### src/rtl/hazard_ctrl_pkg.sv
// Shared pipeline types for the hazard controller: FSM states and register-match helper.
package pipe_pkg;

    typedef enum logic {
        RUN      = 1'b0,
        MEM_WAIT = 1'b1
    } state_t;

    localparam logic [4:0] REG_ZERO = 5'd0;

    // A producer destination hits a consumer source only when it is not $zero.
    function automatic logic reg_hit(input logic [4:0] dst,
                                     input logic [4:0] src_a,
                                     input logic [4:0] src_b);
        return (dst != REG_ZERO) && ((dst == src_a) || (dst == src_b));
    endfunction

endpackage

### src/rtl/hazard_ctrl_sat_counter.sv
// Saturating up-counter with synchronous active-high reset; holds at all-ones.
module sat_counter #(
    parameter int unsigned W = 16
) (
    input  logic         clk,
    input  logic         rst,
    input  logic         inc,
    output logic [W-1:0] q
);

    logic [W-1:0] r_q;

    always_ff @(posedge clk) begin
        if (rst) begin
            r_q <= '0;
        end else if (inc && (r_q != {W{1'b1}})) begin
            r_q <= r_q + W'(1);
        end
    end

    assign q = r_q;

endmodule

### src/rtl/hazard_ctrl.sv
// Pipeline hazard controller: load-use / branch-operand stalls, taken-branch flush,
// multi-cycle data-memory freeze, plus saturating stall and flush counters.
module hazard_ctrl
    import pipe_pkg::*;
#(
    parameter int unsigned CNT_W = 16
) (
    input  logic             clk,
    input  logic             rst,
    input  logic [4:0]       IF_ID_rs,
    input  logic [4:0]       IF_ID_rt,
    input  logic             ID_branch,
    input  logic             ID_jump,
    input  logic             branch_taken,
    input  logic             ID_EX_mem_read,
    input  logic             ID_EX_reg_write,
    input  logic [4:0]       ID_EX_rd,
    input  logic             EX_MEM_mem_read,
    input  logic             EX_MEM_mem_op,
    input  logic [4:0]       EX_MEM_rd,
    input  logic             dmem_ready,
    output logic             pc_write,
    output logic             IF_ID_write,
    output logic             IF_ID_flush,
    output logic             ID_EX_bubble,
    output logic             back_write,
    output logic             busy,
    output logic [CNT_W-1:0] stall_cnt,
    output logic [CNT_W-1:0] flush_cnt
);

    state_t r_state;
    logic   w_load_use;
    logic   w_br_ex;
    logic   w_br_mem;
    logic   w_hz;
    logic   w_freeze;

    // Hazard detection and memory-wait condition.
    always_comb begin
        w_load_use = ID_EX_mem_read && reg_hit(ID_EX_rd, IF_ID_rs, IF_ID_rt);
        w_br_ex    = ID_branch && ID_EX_reg_write && reg_hit(ID_EX_rd, IF_ID_rs, IF_ID_rt);
        w_br_mem   = ID_branch && EX_MEM_mem_read && reg_hit(EX_MEM_rd, IF_ID_rs, IF_ID_rt);
        w_hz       = w_load_use || w_br_ex || w_br_mem;
        w_freeze   = (r_state == MEM_WAIT) ? !dmem_ready : (EX_MEM_mem_op && !dmem_ready);
    end

    always_ff @(posedge clk) begin
        if (rst) begin
            r_state <= RUN;
        end else begin
            case (r_state)
                RUN:      if (w_freeze)   r_state <= MEM_WAIT;
                MEM_WAIT: if (dmem_ready) r_state <= RUN;
                default:                  r_state <= RUN;
            endcase
        end
    end

    // Precedence: memory freeze, then data hazard, then control-flow flush.
    always_comb begin
        pc_write     = 1'b1;
        IF_ID_write  = 1'b1;
        IF_ID_flush  = 1'b0;
        ID_EX_bubble = 1'b0;
        back_write   = 1'b1;
        busy         = 1'b0;
        if (!rst) begin
            busy = (r_state == MEM_WAIT);
            if (w_freeze) begin
                pc_write    = 1'b0;
                IF_ID_write = 1'b0;
                back_write  = 1'b0;
            end else if (w_hz) begin
                pc_write     = 1'b0;
                IF_ID_write  = 1'b0;
                ID_EX_bubble = 1'b1;
            end else begin
                IF_ID_flush = ID_jump || (ID_branch && branch_taken);
            end
        end
    end

    sat_counter #(.W(CNT_W)) u_stall_cnt (
        .clk (clk),
        .rst (rst),
        .inc (!pc_write),
        .q   (stall_cnt)
    );

    sat_counter #(.W(CNT_W)) u_flush_cnt (
        .clk (clk),
        .rst (rst),
        .inc (IF_ID_flush),
        .q   (flush_cnt)
    );

endmodule

### config.mk
export PLATFORM = sky130hd
export DESIGN_NAME = hazard_ctrl
export DESIGN_NICKNAME = d
export VERILOG_FILES = /design/src/rtl/hazard_ctrl_pkg.sv /design/src/rtl/hazard_ctrl_sat_counter.sv /design/src/rtl/hazard_ctrl.sv
export SDC_FILE = /design/constraint.sdc
export NUM_CORES = 1
export LEC_CHECK = 0
export ABC_AREA = 1
export BUFFER_PORTS_ARGS = -buffer_cell sky130_fd_sc_hd__clkbuf_2
export CAP_MARGIN = 20
export CORE_MARGIN = 2
export CORE_UTILIZATION = 35
export CTS_BUF_LIST = sky130_fd_sc_hd__clkbuf_16
export DETAILED_ROUTE_END_ITERATION = 7
export PLACE_DENSITY_LB_ADDON = 0.08
export SKIP_LAST_GASP = 1
export SLEW_MARGIN = 20
export SYNTH_ARGS = -nofsm -noshare
export SYNTH_HDL_FRONTEND = slang
export SYNTH_SLANG_ARGS = --single-unit
export TNS_END_PERCENT = 100
### constraint.sdc
create_clock -name clk -period 5.1 [get_ports clk]
set_input_delay 0.255 -clock clk [delete_from_list [all_inputs] [get_ports clk]]
set_output_delay 0.255 -clock clk [all_outputs]
set_load 0.01 [all_outputs]
==> impl_metrics.ini, run 1 <==
[power]
p_sw_share_pct = 24.48
leakage_nw = 1.351
switchingPower_uw = 167.1
irDropWorstVdd_mv = 0.1318
power.density_nw_per_um2 = 232.6
power_frac_seq_pct = 38.8
combPwrFrac_pct = 11.9
clkPwrFrac_pct = 49.3
power_uw = 682.7
p_int_uw = 515.6

[yosys]
synthMuxAreaShare_pct = 0
yosysMostFrequentCell = nand2_1
ys_seq_elements = 33
yosys.area_share.simple_pct = 41.26
synth_xor_area_share_pct = 11.58
avgSynthCellArea_um2 = 6.505
synth-async-reset-ratio_pct = 0
synth.distinct_cells = 31
synth-edff-count = 0
syn_area_um2 = 2420
synth_adder_area_share_pct = 1.034
synthesis.nets = 404
synth_compound_area_share_pct = 8.273
synth_top_family_by_area = simple AND/OR/NAND/NOR gates
ys_warn_count = 0
seq_area_frac_synth_pct = 27.30
netlist_top_cells_count = nand2_1 (116), inv_1 (44), dfxtp_1 (33)
synth_top_area_share_pct = 27.30
synth_ff_type = dfxtp_1
yosysTopAreaCell = dfxtp_1
synthesis.instances = 372
synth.top_cells.by_area = dfxtp_1 (27%), nand2_1 (18%), inv_1 (6.8%), xnor2_1 (6.2%), nand4_1 (5.9%)

[min_path]
min_path_type = in -> reg

[placement]
placedCellCount = 506
gp_congestion = 0.8273
io_buffers = 67
dpl-instance-area_um2 = 2773
hpwl_um = 4751

[layout]
layout-drive-gt1-share_pct = 21.66
antennaDiodeCount = 0
postLayoutCellArea_um2 = 2935
area_delta_synth_final_pct = 21.30
finalNetCount = 465
final_cell_count_no_fill = 514

[sta]
tns_ps = 0
tightest_slew_ps = 768.6
fin_crit_sh_pct = 50.08
hold_violations = 0
slew_headroom_pct = 48.76
fin_skew_ps = 8.931
final-max-slew-violation-count = 0
rsz0062_at_grt = no
setup_viol_count_final = 0
period_needed_ps = 2554
max_freq_mhz = 391.6

[global_routing]
antenna_found_initial = 0
overflow = 0
grt_pass1_wl_um = 10640
grt_max_degree = 33
grt_pass1_vias = 2199
grt_use_total_pct = 17.52

[detailed_routing]
vias = 2471
drt-pass1-iter-count = 4
ant_nets = 0
wl_um = 6366
drc_errors = 0
avgRoutedWirePerCell_um = 12.39
viasPerCell = 4.807
drt_iter0_drc = 93

[clocking]
clockBufferDepth = 2
cts_hold_buf = 0
ctsResizeCount = 0
cts_max_level = 2
cts_buffers = 5
cts-root-buf = clkbuf_16
worstSkewPairLatency_ps = 280
cts_tree = built
clkTransAtPathRegs_ps = 50
cts.sinks = 33
post-cts-setup-buffers = 0

[setup_path]
startpoint_type = input port
arrival_ps = 2740
worstPathRequired_ps = 5290
cp_max_fo = 32
endpoint_kind = flip-flop
worstSetupPathType = in -> reg

[flow_run]
cap_violations = 0

[die]
ios = 68
start_util_pct = 35.81
num_rows = 30
die_h_um = 87.15
die_area_um2 = 7595
coreArea_um2 = 6756
die_x_um = 87.15

[status]
status = finished, final reports clean
-- layout by cell type (no fill, tap or decap), types with 3 or more instances in the layout --
master / n
a21oi_2: 8
xnor2_1: 17
nand4_1: 23
clkbuf_16: 5
a21oi_1: 24
nand2_1: 116
xor2_1: 15
dfxtp_1: 33
nand3_1: 22
nor2_1: 30
nor3_4: 3
clkbuf_2: 67
inv_1: 45
nor3_1: 7
-- area by class of cell --
class	instances	area [um^2]
clock inverter	3	37.54
timing repair buffer	67	335.3
multi-input combinational	280	1504
clock buffer	5	125.1
fill	747	3821
inverter	46	172.7
sequential	33	660.6
tap	80	100.1
-- critical path: stages --
cell and delay (ps):
clkbuf_2 430, inv_1 720, nand2_1 150, nor2_1 170, nand4_2 400, inv_2 380, nand2_1 100, a21oi_1 140
-- worst paths after layout --
| path | startpoint | to | slack (ps) | cells after the start |
|---|---|---|---|---|
| min reg2reg | u_stall_cnt.q[5] | u_stall_cnt.q[5] | 480 | 2 |
| min | dmem_ready | r_state | 330 | 4 |
| max | rst | u_flush_cnt.q[4] | 2550 | 8 |
| max reg2reg | u_flush_cnt.q[0] | u_flush_cnt.q[4] | 2910 | 10 |
-- through the flow --
stage / worst slack (ps) / util (%) / hold WS (ps)
after global routing: 2199 / 43.44 / 350.7
final: 2546 / 43.44 / 332.2
after CTS: 2558 / 43.44 / 321.7
after global placement: 2296 / 41.04 / 472.3
after floorplan: 3316 / - / 338.9
after detailed placement: 2270 / 41.04 / 476.2
-- cells by family after synthesis --
| kind of cell | after synthesis |
|---|---|
| simple gates | 212 |
| buf+inv | 59 |
| compound gates | 34 |
| flops | 33 |
| xor+xnor | 32 |
| fa+ha+maj | 2 |
-- routing by layer --
metal  wire length, um  global-route usage, %
met1              3114                  24.26
met2              2938                  28.24
met3               261                  3.223
met4                53                  4.196
met5                 0                      0
-- flip-flops by register name, summed over array words and instances (netlist names) --
signal / cells
u_flush_cnt.q: 16
u_stall_cnt.q: 16
r_state: 1
-- power groups by stage --
stage / combinational [mW] / clock (mW) / sequential [mW]
4_1_cts: 0.0821 / 0.347 / 0.265
3_3_place_gp: 0.0816 / 0 / 0.270
6_report: 0.0813 / 0.336 / 0.265
2_1_floorplan: 0.0537 / 0 / 0.270
3_5_place_dp: 0.0817 / 0 / 0.270
5_1_grt: 0.0928 / 0.355 / 0.265
Power figures use the tool's default switching activity.
==> inputs of run 2 (changes only) <==
--- a/config.mk
+++ b/config.mk
@@ -5,7 +5,7 @@
 export SDC_FILE = /design/constraint.sdc
 export NUM_CORES = 1
 export LEC_CHECK = 0
-export ABC_AREA = 1
+export ABC_AREA = 0
 export BUFFER_PORTS_ARGS = -buffer_cell sky130_fd_sc_hd__clkbuf_2
 export CAP_MARGIN = 20
 export CORE_MARGIN = 2
==> constraint.sdc (replaced) <==
create_clock -name clk -period 2.1 [get_ports clk]
set_input_delay 0.105 -clock clk [delete_from_list [all_inputs] [get_ports clk]]
set_output_delay 0.105 -clock clk [all_outputs]
set_load 0.01 [all_outputs]
==> impl_metrics.ini, run 2 <==
[status]
status = finished, final reports clean

[yosys]
ys_warn_count = 0
synth_ff_type = dfxtp_1
synth-edff-count = 0
synthesis.instances = 250
seq_area_frac_synth_pct = 31.52
synth.top_cells.by_area = dfxtp_1 (32%), xnor2_1 (8.4%), a21oi_1 (4.1%), nand3_1 (3.8%), or3_1 (3.0%)
synth.distinct_cells = 53
yosysTopAreaCell = dfxtp_1
synth-async-reset-ratio_pct = 0
synth_top_area_share_pct = 31.52
avgSynthCellArea_um2 = 8.383
synthesis.nets = 282
syn_area_um2 = 2096
netlist_top_cells_count = dfxtp_1 (33), xnor2_1 (20), a21oi_1 (17)
ys_seq_elements = 33
yosysMostFrequentCell = dfxtp_1

[sta]
rsz0062_at_grt = no
final-max-slew-violation-count = 0
max_freq_mhz = 510.9
period_needed_ps = 1958
hold_violations = 0
tightest_slew_ps = 388.4
setup_slack_ps = 142.5
slew_headroom_pct = 74.02
fin_crit_sh_pct = 93.22
hold_slack_ps = 132.2
tns_ps = 0
fin_skew_ps = 3.983
setup_viol_count_final = 0

[clocking]
cts_hold_buf = 0
clockBufferDepth = 2
cts.sinks = 33
worstSkewPairLatency_ps = 280
clkTransAtPathRegs_ps = 60
post-cts-setup-buffers = 0
ctsResizeCount = 0
cts_max_level = 2
cts_tree = built
cts-root-buf = clkbuf_16
cts_buffers = 5

[placement]
hpwl_um = 4078
placedCellCount = 394
pre_cts_slack_ps = 59.91
gp_congestion = 0.7547
io_buffers = 67

[detailed_routing]
avgRoutedWirePerCell_um = 13.53
viasPerCell = 5.306
drt-pass1-iter-count = 5
vias = 2133
ant_nets = 0
wl_um = 5438
drt_iter0_drc = 49
drc_errors = 0

[min_path]
min_path_type = in -> reg

[global_routing]
grt_pass1_wl_um = 8845
grt_max_degree = 31
grt_use_total_pct = 17.03
overflow = 0
grt_pass1_vias = 1906
antenna_found_initial = 0

[layout]
layout-drive-gt1-share_pct = 31.80
final_common_cell = clkbuf_2
final_cell_mix = clkbuf_2 (67), dfxtp_1 (33), xnor2_1 (20), a21oi_1 (17)
finalNetCount = 358
final_cell_count_no_fill = 402
area_delta_synth_final_pct = 29.91
final_util_pct = 46.54
antennaDiodeCount = 0

[die]
start_util_pct = 35.82
coreArea_um2 = 5851
die_h_um = 81.38
die_x_um = 81.38
ios = 68
num_rows = 28
die_area_um2 = 6623

[setup_path]
worstPathRequired_ps = 2000
endpoint_kind = output pin
arrival_ps = 1850
worstSetupPathType = in -> out
regToRegSetupSlack_ps = 230
startpoint_type = input port
cp_max_fo = 30

[power]
irDropWorstVdd_mv = 0.3156
power.density_nw_per_um2 = 575.6
leakage_nw = 1.059

[flow_run]
cap_violations = 0
==> run 2: power by group <==
group | internal [mW] | switching, mW | total, mW
logic | 0.0975 | 0.133 | 0.230
registers | 0.632 | 0.00265 | 0.634
clock network | 0.434 | 0.269 | 0.703
==> run 2: final cells by class <==
cell class              count  area (um^2)
clock buffers               5        125.1
clock inverters             3        17.52
fillers                   623         3128
inverters                   8        30.03
multi-input cells         195         1315
flip-flops and latches     33        660.6
well taps                  75        93.84
repair buffers             83        480.5
==> run 2: per-layer routing <==
metal / track usage [%] / part of all wire, %
met5: 0 / 0
met3: 3.556 / 5.1
met2: 26.72 / 45
met4: 5.593 / 0.61
met1: 23.19 / 50
==> run 2: metrics by stage <==
| stage | cell area [um^2] | power (mW) |
|---|---|---|
| 2_1_floorplan | 2096 | 0.7928 |
| 3_3_place_gp | 2580 | 0.8771 |
| 3_5_place_dp | 2580 | 0.8771 |
| 4_1_cts | 2723 | 1.590 |
| 5_1_grt | 2723 | 1.634 |
| 6_report | 2723 | 1.567 |
==> run 2: worst paths after layout <==
check,cells past startpoint,to,from
max,7,IF_ID_write,EX_MEM_rd[1]
min,3,r_state,dmem_ready
max reg2reg,6,u_flush_cnt.q[11],u_flush_cnt.q[7]
min reg2reg,2,u_flush_cnt.q[15],u_flush_cnt.q[15]
==> run 2: worst max-delay path, stage by stage <==
cell and delay (ps):
clkbuf_2 110, or4_4 550, o211a_1 250, a221oi_2 320, buf_12 220, or2_1 150, clkbuf_2 140
==> run 2: logic make-up (layout without fill, tap and decap cells) <==
| family | after synthesis | in the layout | share of synthesized area, % |
|---|---|---|---|
| AO/OA/AOI/OAI | 67 | 67 | 23.34 |
| XOR/XNOR | 20 | 20 | 8.358 |
| adder cells (fa/ha/maj) | 2 | 2 | 1.194 |
| buffers and inverters | 22 | 99 | 5.731 |
| flip-flops | 33 | 33 | 31.52 |
| multiplexers | 7 | 7 | 3.821 |
| AND/OR/NAND/NOR | 99 | 99 | 26.03 |
